File: src/rtl/scpad_bank_req_ctrl.sv
// -----------------------------------------------------------------------------
// scpad_types_pkg / scpad_bank_req_ctrl
//
// Purpose:
//   Per-bank request controller placed directly in front of one sram_bank.
//   Tagged read/write requests are queued in a small in-order FIFO and issued
//   to the bank one at a time as single-cycle ren/wen strobes. The controller
//   waits for the matching done strobe, captures read data and returns a
//   tagged response over a valid/ready channel. A watchdog aborts an operation
//   that never completes and reports it with rsp_err.
//
// Ports:
//   clk, n_rst           clock, asynchronous active-low reset
//   req_valid/req_ready  request handshake; req_we, req_addr, req_wdata, req_tag
//   rsp_valid/rsp_ready  response handshake; rsp_we, rsp_tag, rsp_data, rsp_err
//   occupancy            number of queued (not yet issued) requests
//   bank_busy            bank cannot accept an operation this cycle
//   bank_ren/bank_raddr  read strobe and row; bank_rdata/bank_rdone returned
//   bank_wen/bank_waddr  write strobe and row; bank_wdata; bank_wdone returned
// -----------------------------------------------------------------------------
package scpad_types_pkg;
  localparam int ROW_IDX_WIDTH = 6;
  localparam int ELEM_BITS     = 32;
endpackage

module scpad_bank_req_ctrl
  import scpad_types_pkg::*;
#(
  parameter int FIFO_DEPTH = 4,
  parameter int TAG_W      = 4,
  parameter int TIMEOUT    = 64
) (
  input  logic                         clk,
  input  logic                         n_rst,
  // request channel
  input  logic                         req_valid,
  output logic                         req_ready,
  input  logic                         req_we,
  input  logic [ROW_IDX_WIDTH-1:0]     req_addr,
  input  logic [ELEM_BITS-1:0]         req_wdata,
  input  logic [TAG_W-1:0]             req_tag,
  // response channel
  output logic                         rsp_valid,
  input  logic                         rsp_ready,
  output logic                         rsp_we,
  output logic [TAG_W-1:0]             rsp_tag,
  output logic [ELEM_BITS-1:0]         rsp_data,
  output logic                         rsp_err,
  output logic [$clog2(FIFO_DEPTH):0]  occupancy,
  // sram_bank interface
  input  logic                         bank_busy,
  output logic                         bank_ren,
  output logic [ROW_IDX_WIDTH-1:0]     bank_raddr,
  input  logic [ELEM_BITS-1:0]         bank_rdata,
  input  logic                         bank_rdone,
  output logic                         bank_wen,
  output logic [ROW_IDX_WIDTH-1:0]     bank_waddr,
  output logic [ELEM_BITS-1:0]         bank_wdata,
  input  logic                         bank_wdone
);

  localparam int PTR_W = $clog2(FIFO_DEPTH);
  localparam int OCC_W = PTR_W + 1;
  localparam int WD_W  = $clog2(TIMEOUT + 1);

  typedef enum logic [1:0] {IDLE, WAIT_RD, WAIT_WR, RESP} state_t;

  typedef struct packed {
    logic                     we;
    logic [ROW_IDX_WIDTH-1:0] addr;
    logic [ELEM_BITS-1:0]     wdata;
    logic [TAG_W-1:0]         tag;
  } req_t;

  // ---------------------------------------------------------------------------
  // Request FIFO
  // ---------------------------------------------------------------------------
  req_t             r_fifo [FIFO_DEPTH];
  logic [PTR_W-1:0] r_wr_ptr;
  logic [PTR_W-1:0] r_rd_ptr;
  logic [OCC_W-1:0] r_count;

  logic w_full;
  logic w_empty;
  logic w_push;
  logic w_issue;
  req_t w_head;

  assign w_full  = (r_count == OCC_W'(FIFO_DEPTH));
  assign w_empty = (r_count == '0);
  assign w_push  = req_valid && !w_full;
  assign w_head  = r_fifo[r_rd_ptr];

  // NOTE: the entry storage carries no reset; the pointers and count alone
  // define which entries are valid, so resetting the array buys nothing.
  always_ff @(posedge clk) begin
    if (w_push) begin
      r_fifo[r_wr_ptr] <= '{we: req_we, addr: req_addr, wdata: req_wdata, tag: req_tag};
    end
  end

  // NOTE: every clocked process uses non-blocking assignments so all
  // registers update together from pre-edge values.
  always_ff @(posedge clk or negedge n_rst) begin
    if (!n_rst) begin
      r_wr_ptr <= '0;
      r_rd_ptr <= '0;
      r_count  <= '0;
    end else begin
      // FIFO_DEPTH is a power of two, so pointers wrap naturally.
      if (w_push)  r_wr_ptr <= r_wr_ptr + 1'b1;
      if (w_issue) r_rd_ptr <= r_rd_ptr + 1'b1;
      case ({w_push, w_issue})
        2'b10:   r_count <= r_count + 1'b1;
        2'b01:   r_count <= r_count - 1'b1;
        default: r_count <= r_count;
      endcase
    end
  end

  assign req_ready = !w_full;
  assign occupancy = r_count;

  // ---------------------------------------------------------------------------
  // Control FSM
  // ---------------------------------------------------------------------------
  state_t          r_state;
  state_t          w_next_state;
  logic [WD_W-1:0] r_wdog;
  logic            w_wdog_hit;
  logic            w_complete;
  logic            w_abort;
  logic            r_rsp_valid;

  // The watchdog reads 1 in the first WAIT cycle, so an abort decided when it
  // reads TIMEOUT-1 puts the error response on the bus TIMEOUT cycles after issue.
  assign w_wdog_hit = (r_wdog == WD_W'(TIMEOUT - 1));

  always_ff @(posedge clk or negedge n_rst) begin
    if (!n_rst) r_state <= IDLE;
    else        r_state <= w_next_state;
  end

  // NOTE: defaults are assigned before the case so no path leaves a signal
  // unassigned, which would otherwise infer a latch.
  always_comb begin
    w_next_state = r_state;
    w_issue      = 1'b0;
    w_complete   = 1'b0;
    w_abort      = 1'b0;
    case (r_state)
      IDLE: begin
        if (!w_empty && !bank_busy && !r_rsp_valid) begin
          w_issue      = 1'b1;
          w_next_state = w_head.we ? WAIT_WR : WAIT_RD;
        end
      end
      WAIT_RD: begin
        // A genuine completion wins over an abort landing in the same cycle.
        if (bank_rdone) begin
          w_complete   = 1'b1;
          w_next_state = RESP;
        end else if (w_wdog_hit) begin
          w_abort      = 1'b1;
          w_next_state = RESP;
        end
      end
      WAIT_WR: begin
        if (bank_wdone) begin
          w_complete   = 1'b1;
          w_next_state = RESP;
        end else if (w_wdog_hit) begin
          w_abort      = 1'b1;
          w_next_state = RESP;
        end
      end
      RESP: begin
        if (rsp_ready) w_next_state = IDLE;
      end
      default: w_next_state = IDLE;
    endcase
  end

  always_ff @(posedge clk or negedge n_rst) begin
    if (!n_rst) begin
      r_wdog <= '0;
    end else if (w_issue) begin
      r_wdog <= WD_W'(1);
    end else if (r_state == WAIT_RD || r_state == WAIT_WR) begin
      r_wdog <= r_wdog + 1'b1;
    end else begin
      r_wdog <= '0;
    end
  end

  // ---------------------------------------------------------------------------
  // Bank strobes: combinational from the FIFO head during issue; the address
  // and data buses hold the last issued values in every other cycle.
  // ---------------------------------------------------------------------------
  logic [ROW_IDX_WIDTH-1:0] r_raddr;
  logic [ROW_IDX_WIDTH-1:0] r_waddr;
  logic [ELEM_BITS-1:0]     r_wdata;
  logic                     w_rd_issue;
  logic                     w_wr_issue;

  assign w_rd_issue = w_issue && !w_head.we;
  assign w_wr_issue = w_issue &&  w_head.we;

  always_ff @(posedge clk or negedge n_rst) begin
    if (!n_rst) begin
      r_raddr <= '0;
      r_waddr <= '0;
      r_wdata <= '0;
    end else begin
      if (w_rd_issue) r_raddr <= w_head.addr;
      if (w_wr_issue) begin
        r_waddr <= w_head.addr;
        r_wdata <= w_head.wdata;
      end
    end
  end

  assign bank_ren   = w_rd_issue;
  assign bank_wen   = w_wr_issue;
  assign bank_raddr = w_rd_issue ? w_head.addr  : r_raddr;
  assign bank_waddr = w_wr_issue ? w_head.addr  : r_waddr;
  assign bank_wdata = w_wr_issue ? w_head.wdata : r_wdata;

  // ---------------------------------------------------------------------------
  // Response register. Tag and direction are latched at issue; no new issue
  // can happen while a response is pending, so they stay stable in RESP.
  // ---------------------------------------------------------------------------
  logic                 r_rsp_we;
  logic [TAG_W-1:0]     r_rsp_tag;
  logic [ELEM_BITS-1:0] r_rsp_data;
  logic                 r_rsp_err;

  always_ff @(posedge clk or negedge n_rst) begin
    if (!n_rst) begin
      r_rsp_valid <= 1'b0;
      r_rsp_we    <= 1'b0;
      r_rsp_tag   <= '0;
      r_rsp_data  <= '0;
      r_rsp_err   <= 1'b0;
    end else begin
      if (w_issue) begin
        r_rsp_we  <= w_head.we;
        r_rsp_tag <= w_head.tag;
      end
      if (w_complete) begin
        r_rsp_valid <= 1'b1;
        r_rsp_err   <= 1'b0;
        r_rsp_data  <= (r_state == WAIT_RD) ? bank_rdata : '0;
      end else if (w_abort) begin
        r_rsp_valid <= 1'b1;
        r_rsp_err   <= 1'b1;
        r_rsp_data  <= '0;
      end else if (r_rsp_valid && rsp_ready) begin
        r_rsp_valid <= 1'b0;
      end
    end
  end

  assign rsp_valid = r_rsp_valid;
  assign rsp_we    = r_rsp_we;
  assign rsp_tag   = r_rsp_tag;
  assign rsp_data  = r_rsp_data;
  assign rsp_err   = r_rsp_err;

endmodule
File: config.mk
export PLATFORM = sky130hd
export DESIGN_NAME = scpad_bank_req_ctrl
export DESIGN_NICKNAME = d
export VERILOG_FILES = /design/src/rtl/scpad_bank_req_ctrl.sv
export SDC_FILE = /design/constraint.sdc
export NUM_CORES = 1
export LEC_CHECK = 0
export ABC_CLOCK_PERIOD_IN_PS = 5600
export BUFFER_PORTS_ARGS = -buffer_cell sky130_fd_sc_hd__buf_2
export CAP_MARGIN = 0
export CORE_MARGIN = 2
export CORE_UTILIZATION = 55
export CTS_BUF_LIST = sky130_fd_sc_hd__clkbuf_4 sky130_fd_sc_hd__clkbuf_8
export DETAILED_ROUTE_END_ITERATION = 8
export GPL_TIMING_DRIVEN = 0
export PLACE_DENSITY = 0.82
export SYNTH_ARGS = -nofsm -noshare
export SYNTH_HDL_FRONTEND = slang
export SYNTH_SLANG_ARGS = --single-unit
File: constraint.sdc
create_clock -name clk -period 5.6 [get_ports clk]
set_clock_uncertainty 0.2 [all_clocks]
set_input_delay 0.56 -clock clk [delete_from_list [all_inputs] [get_ports clk]]
set_output_delay 0.56 -clock clk [all_outputs]
set_load 0.02 [all_outputs]
Yosys cells after proc, flatten, opt, wreduce, memory -nomap -nowiden:

Memories as Yosys holds them, arrays and structs flattened.
Index checks and enable logic that the tools add are counted.

* add/subtract/negate cells: 5
* eq/ne operators: 9
* muxes and demuxes: 32
* reduce and logical (&&, ||, !) cells: 18

Operators with widths (count)
* 2-to-1 mux 32 bit: 4
* 2-to-1 mux 1 bit: 14
* 2-to-1 mux 7 bit: 2
* 2-to-1 mux 2 bit: 6
* 2-to-1 mux 6 bit: 2
* one-hot mux 2 bit (4 select lines): 1
* adder 7 x 1 -> 7 bit (second input constant): 1
* equality test 7 x 6 -> 1 bit (second input constant): 1
* equality test 2 bit (second input constant): 3
* logical AND 1 bit: 6
* one-hot mux 3 bit (2 select lines): 1
* logical NOT 1 bit: 5
* adder 2 x 1 -> 2 bit (second input constant): 2
* equality test 2 x 1 -> 1 bit (second input constant): 2
* inequality test 2 bit (second input constant): 2
* one-hot mux 1 bit (2 select lines): 2
* nonzero test 2 bit: 2
* adder 3 x 1 -> 3 bit (second input constant): 1
* equality test 3 bit (second input constant): 1
* logical NOT 3 bit: 1
* nonzero test 3 bit: 1
* subtractor 3 x 1 -> 3 bit (second input constant): 1
* logical NOT 2 bit: 1
* AND reduction 2 bit: 1
* logical OR 1 bit: 1

* flip-flop bits (word level): 99
* memory bits (writable): 172
* bits of input ports: 82
* output and inout bits: 89
* word-level logic and storage cells: 78
* memories kept: 1

Memory list
* r_fifo: words 4, bits a word 43, read ports 1, clocked after memory_dff 0, write ports 1, line 78 `req_t r_fifo [FIFO_DEPTH];`

Longest topological paths before layout:

* word-level depth: 8
* mapped depth: 10
* gate-level depth less buffers: 10

Least setup slack after synthesis:

No wires, ideal clock.

* path kind: register to register
* start: reg r_count[0], in the netlist occupancy[0]
* end: mem r_fifo[0][0] (netlist bit) (enable)
* library setup time: 405 ps
* arrival time: 2076 ps
* path slack: 2919 ps
* cell stages (with the launch flop): 4
* path buffers: 0
* clock period less this slack: 2681 ps
* path through: dfrtp_1 -> inv_1 -> nand3_1 -> and3_1

* word-level cells in the longest chain between the ends: 5

RTL lines
* start, declared: line 81 `logic [OCC_W-1:0] r_count;`
* start signal, assigned: line 114 `2'b10: r_count <= r_count + 1'b1;`
* start signal, assigned: line 115 `2'b01: r_count <= r_count - 1'b1;`
* start signal, assigned: line 116 `default: r_count <= r_count;`
* equality test 3 bit: line 89 `assign w_full = (r_count == OCC_W'(FIFO_DEPTH));`
* logical NOT 1 bit
* net req_ready: line 37 `output logic req_ready,`
* logical AND 1 bit: line 91 `assign w_push = req_valid && !w_full;`
* 2-to-1 mux 1 bit: line 97 `if (w_push) begin`
* 2-to-1 mux 1 bit (implied by the code): line 98 `r_fifo[r_wr_ptr] <= '{we: req_we, addr: req_addr, wdata: req_wdata, tag: req_tag};`
* end, declared: line 78

The timed path passes the listed nets, and every way through them passes these cells.

Worst setup path in the final report:

* start: reg r_rd_ptr[1]
* end: out bank_wdata[28]

* word-level cells in the longest chain between the ends: 3

RTL lines
* start, declared: line 80 `logic [PTR_W-1:0] r_rd_ptr;`
* start signal, assigned: line 112 `if (w_issue) r_rd_ptr <= r_rd_ptr + 1'b1;`
* memory (4 x 43 bit) *
* logical AND 1 bit: line 207 `assign w_wr_issue = w_issue && w_head.we;`
* 2-to-1 mux 32 bit *
* end, declared: line 58 `output logic [ELEM_BITS-1:0] bank_wdata,`

Every way passes the cells marked *; elsewhere a longest branch is shown, timed or not.

==> run metrics <==
WL final=19600 um; Initial Util=0.563; Port Buf Inserts=170; leading area contributor after synthesis=edfxtp_1; Max Slew Vio Count=0; Critical Path End Type=output pin; Avg WL per Cell=19.8 um; Leak=0.00501 uW; first-pass GRT wire length=30300 um; M1 GR Usage=0.247; vias in the first global route=5842; drt first pass iters=8; CP max FO=10; syn avg cell area=20.2 um2; initial antenna violation count=2; max-cap viol count=0; Fin Hold WS=0.0331 ns; Tmin final=3.47 ns; Startpoint Class=register; status=finished, violations left; unrepaired setup endpoints after global routing=no; worst skew pair latency=0.54 ns; design area=12300 um2; Cells after Synth=505; Max VDD drop=0.332 mV; total track usage=0.201; CTS buffer count=42; Worst Max-Slew Pin Slew=0.677 ns; final setup TNS=0 ns; core area=18100 um2; largest net degree at the start of global routing=57; Post-Syn Area=10200 um2; Final HPWL DP=12600 um; CTS tree=built; Reg-to-Reg End=occupancy[2]; sequential share of the synthesized area=0.751; CTS Hold Bufs=2; Hold Path Depth=1; grt ovf=0; Via Count=5417; Clock transition at path regs=0.06 ns; Hold Path Origin=req_wdata[8]; filler instances=1164; vias per cell=5.48; layout cells sized above 1=0.412; fmax=0.288 GHz; Ys Warns=0; post-synth top area share=0.508; most frequent CP cell=clkbuf_1; Reg2Reg Setup Slack=3.00 ns; cells along the critical path=clkbuf_1, clkbuf_1, mux4_2, mux2_1, buf_2; Area growth syn-to-layout=20.7%; Slew HR=0.549; clk buf depth=3; PwrDens=560 nW/um2; Post-CTS Setup Inserts=0; Chip Width=140 um; Die H=140 um; FF-to-FF path depth=10; Synth area leaders=edfxtp_1 (51%), dfrtp_1 (24%), mux4_2 (9.5%); Hold EP=r_fifo[2][12]; failing checks=design-rule violations; Worst Hold Class=in -> reg; CTS root buffer=clkbuf_8; Post-route DRC=38; GR Util met2=0.351; Unique masters post-synth=35; Clock Sinks=271; nets=820; DP Area=11400 um2; register bit total from synthesis=271; Critical Path RT=4.84 ns; Critical Path Max Stage Delay=0.56 ns; Iter 0 DRT Violations=341; syn_nets=599; Final period util=0.619; post-route insts no fill=988; Arrival @ worst endpoint=2.71 ns; Pwr Total=6880 uW; Final Hold Viols=0; busiest grt layer=met2; RePlAce Congestion=0.882; setup violators final=0; # IOs=171; Placed Instances=909; die area=19600 um2; GR met3 Demand/Resource=0.0533; Antenna Nets Post-Route=0; worst r2r src=r_state[0]; Post-CTS Resized=0; worst setup path class=reg -> out; CP max-delay cell=clkbuf_1; # rows=49; H-tree levels=2
==> registers in the layout, indices dropped and copies added (netlist names) <==
name,cells
r_fifo,172
r_wdata,32
rsp_data,32
r_wdog,7
r_raddr,6
r_waddr,6
rsp_tag,4
occupancy,3
r_rd_ptr,2
r_state,2
r_wr_ptr,2
rsp_err,1
rsp_valid,1
rsp_we,1
==> layout by cell type (no fill, tap or decap), types with 5 or more instances in the layout <==
master / count
inv_1: 13
dfrtp_1: 99
nand3_1: 5
clkbuf_8: 47
edfxtp_1: 172
nor2_1: 8
xnor2_1: 6
clkinv_1: 7
a21oi_1: 5
clkbuf_4: 17
o21ai_0: 5
nand2_1: 7
buf_2: 176
ha_1: 11
mux2_1: 46
mux4_2: 43
a22o_1: 33
clkbuf_1: 9
==> logic make-up (layout without fill, tap and decap cells) <==
kind of cell | Yosys count | after routing | synth area share
buf+inv | 36 | 289 | 0.0175
other cells | 0 | 1 | 0
flops | 271 | 271 | 0.751
fa+ha+maj | 12 | 12 | 0.0155
compound gates | 50 | 50 | 0.0408
mux | 92 | 92 | 0.149
xor+xnor | 10 | 10 | 0.00861
simple gates | 34 | 34 | 0.0172
==> critical path: cells and delay by family (launching register included) <==
| kind | cells | cell delay, ns |
|---|---|---|
| buf+inv | 3 | 1.11 |
| flops | 1 | 0.32 |
| mux | 2 | 0.74 |
==> worst max path at each step <==
stage	slack, ns	cells after the start	end	start
final	2.13	5	bank_wdata[28]	r_rd_ptr[1]
after floorplan	2.92	3	r_fifo[0][0]	occupancy[0]
after CTS	2.04	5	bank_wdata[28]	r_rd_ptr[1]
after global placement	2.32	3	r_fifo[3][8]	occupancy[0]
after global routing	1.99	6	bank_wdata[28]	occupancy[0]
after detailed placement	2.62	8	bank_wdata[28]	bank_busy
==> stage by stage <==
stage	setup slack (ns)	utilization
2_1_floorplan	2.92	-
3_3_place_gp	2.32	0.626
3_5_place_dp	2.62	0.632
4_1_cts	2.04	0.679
5_1_grt	1.99	0.679
6_report	2.13	0.679
==> cells in the mapped netlist <==
| library cell | count |
|---|---|
| inv_1 | 13 |
| or4b_1 | 1 |
| nor3_1 | 2 |
| a22o_1 | 33 |
| mux2_1 | 46 |
| dfrtp_1 | 99 |
| a2111oi_2 | 1 |
| o311ai_4 | 1 |
| o22a_1 | 2 |
| mux4_2 | 43 |
| o22ai_1 | 1 |
| or3_1 | 1 |
| a31oi_1 | 1 |
| nand2_2 | 1 |
| mux2_2 | 3 |
| buf_6 | 4 |
| nand2_1 | 7 |
| xor2_1 | 4 |
| fa_1 | 1 |
| inv_2 | 2 |
| edfxtp_1 | 172 |
| nor2_4 | 1 |
| and2_1 | 1 |
| a21oi_1 | 5 |
| and3_1 | 6 |
| nand2b_1 | 1 |
| xnor2_1 | 6 |
| clkbuf_1 | 9 |
| nand3_1 | 5 |
| ha_1 | 11 |
| o21ai_0 | 5 |
| nor2_1 | 8 |
| buf_2 | 7 |
| o21ai_1 | 1 |
| buf_4 | 1 |
==> metal layers <==
| layer | vias up | wire length, um |
|---|---|---|
| met5 | - | 16 |
| met4 | 2 | 346 |
| met3 | 33 | 1410 |
| met2 | 199 | 9950 |
| met1 | 2739 | 7830 |
| li1 | 2444 | - |
==> report_power, final <==
group	internal (uW)	switching [uW]
clock network	884	708
logic	968	1400
registers	2730	191
total	4580	2300
==> layout make-up <==
| cell class | count | area [um2] | area share |
|---|---|---|---|
| Multi-Input combinational cell | 198 | 2360 | 0.192 |
| Clock buffer | 64 | 774 | 0.0630 |
| Clock inverter | 12 | 58.8 | 0.00479 |
| Inverter | 15 | 56.3 | 0.00458 |
| Tap cell | 229 | 287 | 0.0233 |
| Antenna cell | 1 | 2.50 | 0.000204 |
| Sequential cell | 271 | 7640 | 0.622 |
| Timing Repair Buffer | 177 | 981 | 0.0799 |
| Buffer | 21 | 121 | 0.00988 |
(Power assumes the default switching activity.)
